## src/rtl/fetch_sequencer_pkg.sv

```systemverilog
// Shared fetch definitions: sequencer state encodings and PC source codes,
// used by fetch_sequencer and the IF stage datapath.
package fetch_sequencer_pkg;

    typedef enum logic [2:0] {
        FS_IDLE     = 3'd0,
        FS_FETCH    = 3'd1,
        FS_WAIT_MEM = 3'd2,
        FS_STALL    = 3'd3,
        FS_FLUSH    = 3'd4
    } fetch_state_t;

    localparam logic [1:0] PC_SEL_PLUS4  = 2'b00;
    localparam logic [1:0] PC_SEL_BRANCH = 2'b01;
    localparam logic [1:0] PC_SEL_JUMP   = 2'b10;
    localparam logic [1:0] PC_SEL_EXCEPT = 2'b11;

    // Redirect target by priority: exception > jump > taken branch.
    function automatic logic [1:0] redirect_sel(input logic exc, input logic jmp);
        if (exc)
            return PC_SEL_EXCEPT;
        else if (jmp)
            return PC_SEL_JUMP;
        else
            return PC_SEL_BRANCH;
    endfunction

endpackage

```

## src/rtl/fetch_perf_counter.sv

```systemverilog
// Saturating event counter, cleared by the asynchronous active-low reset.
module fetch_perf_counter #(
    parameter int W = 32
) (
    input  logic         clk,
    input  logic         reset,
    input  logic         inc,
    output logic [W-1:0] count
);

    always_ff @(posedge clk or negedge reset) begin
        if (!reset)
            count <= '0;
        else if (inc && (count != '1))
            count <= count + W'(1);
    end

endmodule

```

## src/rtl/fetch_sequencer.sv

```systemverilog
// Instruction fetch sequencer: steers PC and IF/ID register enables.
// Optional perf counters are built when FETCH_PERF_CNT_EN is defined.
module fetch_sequencer
    import fetch_sequencer_pkg::*;
#(
    parameter int STALL_CNT_W = 32
) (
    input  logic                   clk,
    input  logic                   reset,
    input  logic                   imem_ready,
    input  logic                   hazard_stall,
    input  logic                   p2_isBranch,
    input  logic                   p2_alu_flag_N,
    input  logic                   isJump,
    input  logic                   isException,
    output logic                   imem_req,
    output logic                   pcWrite,
    output logic [1:0]             pc_sel,
    output logic                   p1_pipeline_regWrite,
    output logic                   p1_flush,
`ifdef FETCH_PERF_CNT_EN
    output logic [STALL_CNT_W-1:0] stall_cycles,
    output logic [STALL_CNT_W-1:0] redirect_count,
`endif
    output logic [2:0]             fsm_state
);

    fetch_state_t state_reg;
    fetch_state_t state_next;
    logic         redirect;

    assign redirect  = isException | isJump | (p2_isBranch & p2_alu_flag_N);
    assign fsm_state = state_reg;

    always_ff @(posedge clk or negedge reset) begin
        if (!reset)
            state_reg <= FS_IDLE;
        else
            state_reg <= state_next;
    end

    // Reset holds state_reg at IDLE, which already forces every output low.
    always_comb begin
        imem_req             = 1'b0;
        pcWrite              = 1'b0;
        pc_sel               = PC_SEL_PLUS4;
        p1_pipeline_regWrite = 1'b0;
        p1_flush             = 1'b0;
        state_next           = state_reg;
        case (state_reg)
            FS_IDLE: begin
                state_next = FS_FETCH;
            end
            FS_FETCH, FS_WAIT_MEM, FS_STALL: begin
                imem_req = 1'b1;
                if (redirect) begin
                    pcWrite    = 1'b1;
                    pc_sel     = redirect_sel(isException, isJump);
                    p1_flush   = 1'b1;
                    state_next = FS_FLUSH;
                end else if (hazard_stall) begin
                    state_next = FS_STALL;
                end else if (!imem_ready) begin
                    state_next = FS_WAIT_MEM;
                end else begin
                    pcWrite              = 1'b1;
                    p1_pipeline_regWrite = 1'b1;
                    state_next           = FS_FETCH;
                end
            end
            FS_FLUSH: begin
                imem_req = 1'b1;
                // Only an exception may preempt the bubble; jump/branch are stale.
                if (isException) begin
                    pcWrite    = 1'b1;
                    pc_sel     = PC_SEL_EXCEPT;
                    p1_flush   = 1'b1;
                    state_next = FS_FLUSH;
                end else begin
                    state_next = FS_FETCH;
                end
            end
            default: begin
                state_next = FS_IDLE;
            end
        endcase
    end

`ifdef FETCH_PERF_CNT_EN
    logic [1:0]             cnt_inc;
    logic [STALL_CNT_W-1:0] cnt_val [2];

    assign cnt_inc[0] = (state_reg == FS_STALL) || (state_reg == FS_WAIT_MEM);
    assign cnt_inc[1] = p1_flush;

    genvar gi;
    generate
        for (gi = 0; gi < 2; gi++) begin : g_cnt
            fetch_perf_counter #(
                .W(STALL_CNT_W)
            ) u_cnt (
                .clk  (clk),
                .reset(reset),
                .inc  (cnt_inc[gi]),
                .count(cnt_val[gi])
            );
        end
    endgenerate

    assign stall_cycles   = cnt_val[0];
    assign redirect_count = cnt_val[1];
`endif

endmodule
```

## config.mk

```make
export PLATFORM = sky130hd
export DESIGN_NAME = fetch_sequencer
export DESIGN_NICKNAME = d
export VERILOG_FILES = /design/src/rtl/fetch_sequencer_pkg.sv /design/src/rtl/fetch_perf_counter.sv /design/src/rtl/fetch_sequencer.sv
export SDC_FILE = /design/constraint.sdc
export NUM_CORES = 1
export LEC_CHECK = 0
export CORE_AREA = 2 2 39 41
export DETAILED_ROUTE_END_ITERATION = 12
export DIE_AREA = 0 0 41 43
export PLACE_DENSITY = 0.51
export SLEW_MARGIN = 5
export SYNTH_ARGS = -nofsm -noshare
export SYNTH_HDL_FRONTEND = slang
export SYNTH_SLANG_ARGS = --single-unit
```

## constraint.sdc

```tcl
create_clock -name clk -period 1.2 [get_ports clk]
set_input_delay 0.12 -clock clk [delete_from_list [all_inputs] [get_ports clk]]
set_output_delay 0.12 -clock clk [all_outputs]
set_load 0.01 [all_outputs]
```

Word-level counts from Yosys, hierarchy flattened:

Cells that the tools add are included.

* equality and inequality tests: 4
* bitwise logic cells: 3
* multiplexer cells: 20
* reductions and logical operators: 3

Operators by type and width (count)
* two-way mux 2 bit: 6
* one-hot mux 3 bit (3 select lines): 1
* two-way mux 1 bit: 8
* == test 3 x 2 -> 1 bit (second input constant): 2
* two-way mux 3 bit: 2
* one-hot mux 1 bit (2 select lines): 2
* one-hot mux 2 bit (2 select lines): 1
* OR reduction 4 bit: 1
* == test 3 x 1 -> 1 bit (second input constant): 1
* == test 3 bit (second input constant): 1
* zero test 3 bit: 1
* OR reduction 3 bit: 1
* bitwise OR 1 bit: 2
* bitwise AND 1 bit: 1

* word-level logic and storage cells: 31
* flip-flop bits (word level): 3
* bits of input ports: 8
* output and inout port bits: 9

Depth between registers and ports, before layout:

Gate-level depths: netlist (run 1).

* word-level depth: 4
* gate-level depth with buffers: 3
* gate-level depth less buffers: 3

Worst setup path before layout (run 1):

OpenSTA, ideal clock, no wires.

* kind: reg-to-output
* from: register state_reg[1], in the netlist fsm_state[1]
* to: output port imem_req
* data required time: 1.080 ns
* arrival time: 1.003 ns
* cell stages (with the launch flop): 3
* path slack: 0.077 ns
* cell sequence: dfrtp_1 > or3_1 > and2_1

* word-level cells in the longest chain between the ends: 3
* elaborated cells on any way between the ends: 6
* those cells by class: 4 x eq/ne; 1 x mux; 1 x reduce/logical

Ends and longest elaborated chain
* start, declared: RTL line fetch_sequencer.sv:28 `fetch_state_t state_reg;`
* start signal, assigned: RTL line fetch_sequencer.sv:39 `state_reg <= state_next;`
* == test 3 bit (tied with other cells): RTL line fetch_sequencer.sv:50 `case (state_reg)`
* OR reduction 4 bit (no source line) (*)
* two-way mux 1 bit (*): RTL line fetch_sequencer.sv:50
* end, declared: RTL line fetch_sequencer.sv:16 `output logic imem_req,`

Every way passes the cells marked *; elsewhere a longest branch is shown, timed or not.

Final worst setup path (run 1):

* from: register state_reg[0], in the netlist fsm_state[0]
* to: output port pc_sel[0]

* word-level cells in the longest chain between the ends: 3
* elaborated cells on any way between the ends: 6
* those cells by class: 4 x eq/ne; 1 x mux; 1 x reduce/logical

Ends and longest elaborated chain
* == test 3 x 1 -> 1 bit / == test 3 x 2 -> 1 bit (equally long branches): RTL line fetch_sequencer.sv:50
* OR reduction 3 bit: RTL line fetch_sequencer.sv:50
* one-hot mux 2 bit (2 select lines) (*): RTL line fetch_sequencer.sv:50
* end, declared: RTL line fetch_sequencer.sv:18 `output logic [1:0] pc_sel,`

Marked as above.

==> results.cfg, run 1 <==
[sta]
fin_crit_sh_pct = 118.8
hold_slack_ns = 0.06884
fmax_ghz = 0.7012
tns_ns = -1.063
tightest_slew_ns = 0.2032
hold_viol_final = 0
slew_violations = 0
rsz0062_at_grt = true
final-setup-viol-count = 6
maxSlewHeadroom_pct = 86.41
skew_ns = 0.0006148
min_period_ns = 1.426
worst_slack_ns = -0.2261

[synthesis]
avgSynthCellArea_um2 = 8.156
synth_top_cell_by_area = dfrtp_1
synthesis.nets = 35
ys_seq_area_share_pct = 34.09
synth.top_cells.by_area = dfrtp_1, a211oi_4, nand2_1
ys_ff_latch = 3
synthCells = 27
yosysTopAreaCellShare_pct = 34.09
ys.warnings.count = 0
synth.distinct_cells = 17
syn_area_um2 = 220.2

[routing]
drcViolationCount = 0
drt_iter0_drc = 0
postRouteAntennaNets = 0
drt_wl_total_um = 710
dr_total_vias = 318
wl_per_cell_um = 9.221
via_per_inst = 4.130
dr.pass1.iters = 1

[die]
rows = 14
die-area_um2 = 1763
fp.coreArea_um2 = 1384
die_x_um = 41
die_h_um = 43
floorplan.initialDensity_pct = 15.91
pin_count = 17

[outcome]
violations = negative setup slack
outcome = complete, but fails checks

[finish]
drive_above_1_share_pct = 55.74
syn_to_final_growth_pct = 150.0
diodes = 0
layout_commonest_cell = buf_4
final_util_pct = 39.78
final_cells = 77
largest_reg_flops = 3
final_cell_mix = buf_4, clkdlybuf4s50_1, buf_2, nand2_1
nets = 70

[global_route]
grt_pass1_vias = 306
track_usage_pct = 9.438
grt_pass1_wl_um = 1110
antenna_found_initial = 0
grt_max_degree = 6
grt_overflow_total = 0

[worst_setup_path]
start_kind = flip-flop
reg2regPathDepth = 6
critPathArrivalTime_ns = 1.31
crit_path_max_fanout = 4
r2r_start = fsm_state[2]
endpoint_kind = output pin
required_ns = 1.08
r2r_slack_ns = 0.14
r2r-end = fsm_state[0]
crit_type = reg -> out

[placement]
placedCellCount = 66
port_buffers = 16
dp_hpwl_um = 500.4
place_congestion = 0.6849

[clocking]
cts_tree = yes
cts.sinks = 3
clkTransAtPathRegs_ns = 0.04
hold_buffers = 0
htreeDepth = 1
cts_buffer_depth = 2
insertion_delay_ns = 0.23
numCtsBuffers = 3
clockRootBuffer = clkbuf_4

[run]
drv_cap = 0

[power_and_ir_drop]
p_leak_nw = 0.2666
ir_drop_uv = 589.0
p_per_area_nw_per_um2 = 2319

[worst_hold_path]
hp-class = in -> async
[cell type report]
cell class	count	area [µm²]
fill	152	833.3
timing repair buffer	30	239.0
multi-input combinational	23	186.4
sequential	3	75.07
clock buffer	4	26.28
tap	16	20.02
inverter	1	3.754
[Yosys cell counts (all sizes together)]
cell / instances
a211oi: 1
a21oi: 2
and2: 2
and3: 1
dfrtp: 3
inv: 1
nand2: 4
nand2b: 1
nand3: 1
nand4b: 1
nor2: 4
nor2b: 1
o211ai: 1
o21ai: 1
o21ba: 1
o31ai: 1
or3: 1
[layer usage]
metal / up-vias / share of wire, % / global-route usage, %
li1: 165 / - / -
met1: 144 / 41 / 10.29
met2: 9 / 54 / 14.69
met3: 0 / 5.4 / 3.141
met4: 0 / 0 / 6.000
met5: - / 0 / 0
[worst max-delay path: stages, from the launching register on]
cell,delay [ns]
dfrtp_1,0.42
or3_4,0.39
nand3_2,0.09
nand2_1,0.05
buf_2,0.13
[repair_timing]
item,4_1_cts,5_1_grt
hold endpoints to repair,0,0
resized for setup,37,10
pin swaps,5,1
setup endpoints to repair,9,8
buffers inserted,6,1
[kinds of logic after synthesis]
logic type / Yosys count / synth area share, %
compound gates: 7 / 27.27
simple gates: 16 / 36.93
flops: 3 / 34.09
buf+inv: 1 / 1.703
[through the flow]
stage | setup WS, ns | area, µm² | total power [W]
floorplan | 0.07662 | 220.2 | 0.0004581
global placement | -0.5293 | 452.9 | 0.0008748
detailed placement | -0.5493 | 452.9 | 0.0008699
CTS | -0.2517 | 519.2 | 0.001148
global route | -0.2967 | 550.5 | 0.001398
finish | -0.2261 | 550.5 | 0.001277
[worst max-delay path by stage]
stage	startpoint	slack [ns]	depth (start not counted)	end
floorplan	fsm_state[1]	0.08	2	imem_req
detailed placement	isException	-0.55	5	pcWrite
finish	fsm_state[0]	-0.23	4	pc_sel[0]
global route	fsm_state[0]	-0.30	4	pc_sel[1]
global placement	isException	-0.53	5	pcWrite
CTS	fsm_state[2]	-0.25	4	pc_sel[0]
[power breakdown]
group	internal (W)	total [W]	switching (W)
clock	0.000125	0.000178	0.0000529
combinational	0.000537	0.000916	0.000379
sequential	0.000138	0.000183	0.0000445
total	0.000800	0.00128	0.000477
Power figures use the tool's default switching activity.
==> run 2: changes to the inputs <==
Settings changed: PLACE_DENSITY 0.51 to 0.55.
==> results.cfg, run 2 (same netlist as run 1, synthesis figures left out) <==
[power_and_ir_drop]
ir_drop_uv = 555.7
p_switching_w = 0.0004749
p_clk_share_pct = 14.9
power.total_w = 0.001220
p_per_area_nw_per_um2 = 2221
combPwrFrac_pct = 69.8
seq_power_share_pct = 15.3
p_int_w = 0.0007450
sw_frac_of_total_pct = 38.93
p_leak_nw = 0.2736

[worst_setup_path]
critPathArrivalTime_ns = 1.32
crit_buf_inv = 1
r2r-end = fsm_state[0]
start_kind = flip-flop
r2r_slack_ns = 0.14
required_ns = 1.08
crit_type = reg -> out
endpoint_kind = output pin
r2r_start = fsm_state[2]
reg2regPathDepth = 3
cpMaxStageDelayCell = dfrtp_1
slowest_delay_ns = 0.42
crit_family = simple AND/OR/NAND/NOR gates
path_cells = or3_4 -> and2_1 -> buf_2
crit_path_max_fanout = 4

[clocking]
cts_buffer_depth = 2
hold_buffers = 0
clockRootBuffer = clkbuf_4
cts.sinks = 3
cts_tree = yes
numCtsBuffers = 3
insertion_delay_ns = 0.24
clkTransAtPathRegs_ns = 0.04
htreeDepth = 1

[global_route]
grt_pass1_wl_um = 1393
antenna_found_initial = 0
track_usage_pct = 12.15
grt_overflow_total = 0
grt_pass1_vias = 367
grt_max_degree = 6

[die]
die-area_um2 = 1763
die_x_um = 41
fp.coreArea_um2 = 1384
floorplan.initialDensity_pct = 15.91
pin_count = 17
die_h_um = 43
rows = 14

[worst_hold_path]
hp-class = in -> async

[routing]
via_per_inst = 4.169
drt_wl_total_um = 794
wl_per_cell_um = 10.31
postRouteAntennaNets = 0
drt_iter0_drc = 4
drcViolationCount = 0
dr_total_vias = 321
dr.pass1.iters = 4

[sta]
final-setup-viol-count = 6
hold_viol_final = 0
fin_crit_sh_pct = 120.0
fmax_ghz = 0.6944
rsz0062_at_grt = true
min_period_ns = 1.440
worst_slack_ns = -0.2400
slew_violations = 0
skew_ns = 0.0001474
maxSlewHeadroom_pct = 85.60
tightest_slew_ns = 0.2142
hold_slack_ns = 0.07201
tns_ns = -1.164

[placement]
place_congestion = 0.7420
dp_hpwl_um = 539.3
placedCellCount = 67
dp_slack_ns = -0.5354
port_buffers = 16

[finish]
layout_commonest_cell = buf_4
largest_reg_flops = 3
nets = 70
final_cells = 77
drive_above_1_share_pct = 52.46
syn_to_final_growth_pct = 149.4
diodes = 0
final_cell_mix = buf_4, buf_2, clkdlybuf4s50_1, buf_6

[outcome]
outcome = complete, but fails checks
violations = negative setup slack

[run]
drv_cap = 0
-- run 2: cell type report --
type	instances	area, µm²
clock buffers	4	26.28
fillers	152	834.6
inverters	1	3.754
multi-input cells	23	178.9
flip-flops and latches	3	75.07
well taps	16	20.02
repair buffers	30	245.2
-- run 2: worst max path at each step --
stage               cells past startpoint        end  slack (ns)          from
finish                                  3   imem_req       -0.24  fsm_state[0]
global route                            5  pc_sel[0]       -0.29  fsm_state[2]
CTS                                     4  pc_sel[1]       -0.25  fsm_state[2]
detailed placement                      5    pcWrite       -0.54   isException
global placement                        5    pcWrite       -0.54   isException
floorplan                               2   imem_req        0.08  fsm_state[1]
-- run 2: power groups by stage --
stage                     registers, W  logic, W  clock network (W)
after global routing          0.000191  0.000942           0.000196
after CTS                     0.000179  0.000754           0.000186
final                         0.000187  0.000851           0.000182
after global placement        0.000185  0.000693                  0
after detailed placement      0.000185  0.000694                  0
after floorplan               0.000195  0.000263                  0
-- run 2: worst register-to-register path, stage by stage, from the launching register on --
cell     delay, ns
dfrtp_1       0.40
and2_1        0.21
buf_4         0.14
o31ai_1       0.20
-- run 2: timing repair --
action | in CTS | in global routing
setup endpoints to repair | 9 | 9
buffers inserted | 5 | 1
pin swaps | 5 | 6
resized for setup | 40 | 9
-- run 2: stage by stage --
| stage | utilization [%] | cell area (µm²) |
|---|---|---|
| 2_1_floorplan | - | 220.2 |
| 3_3_place_gp | 33.27 | 460.4 |
| 3_5_place_dp | 33.27 | 460.4 |
| 4_1_cts | 36.98 | 511.7 |
| 5_1_grt | 39.69 | 549.3 |
| 6_report | 39.69 | 549.3 |
-- run 2: per-layer routing --
layer | global-route usage (%) | share of wire [%] | vias to the layer above | routed length [µm]
met2 | 19.06 | 54 | 11 | 432
met3 | 3.665 | 6.5 | 2 | 52
li1 | - | - | 162 | -
met1 | 12.22 | 37 | 146 | 294
met5 | 0 | 0 | - | 0
met4 | 10.00 | 1.8 | 0 | 14
==> run 3: changes to the inputs <==
Settings changed: CTS_CLUSTER_DIAMETER set to 200.
==> results of run 3 <==
Final layout, timing and power as in run 2 (identical DEF).
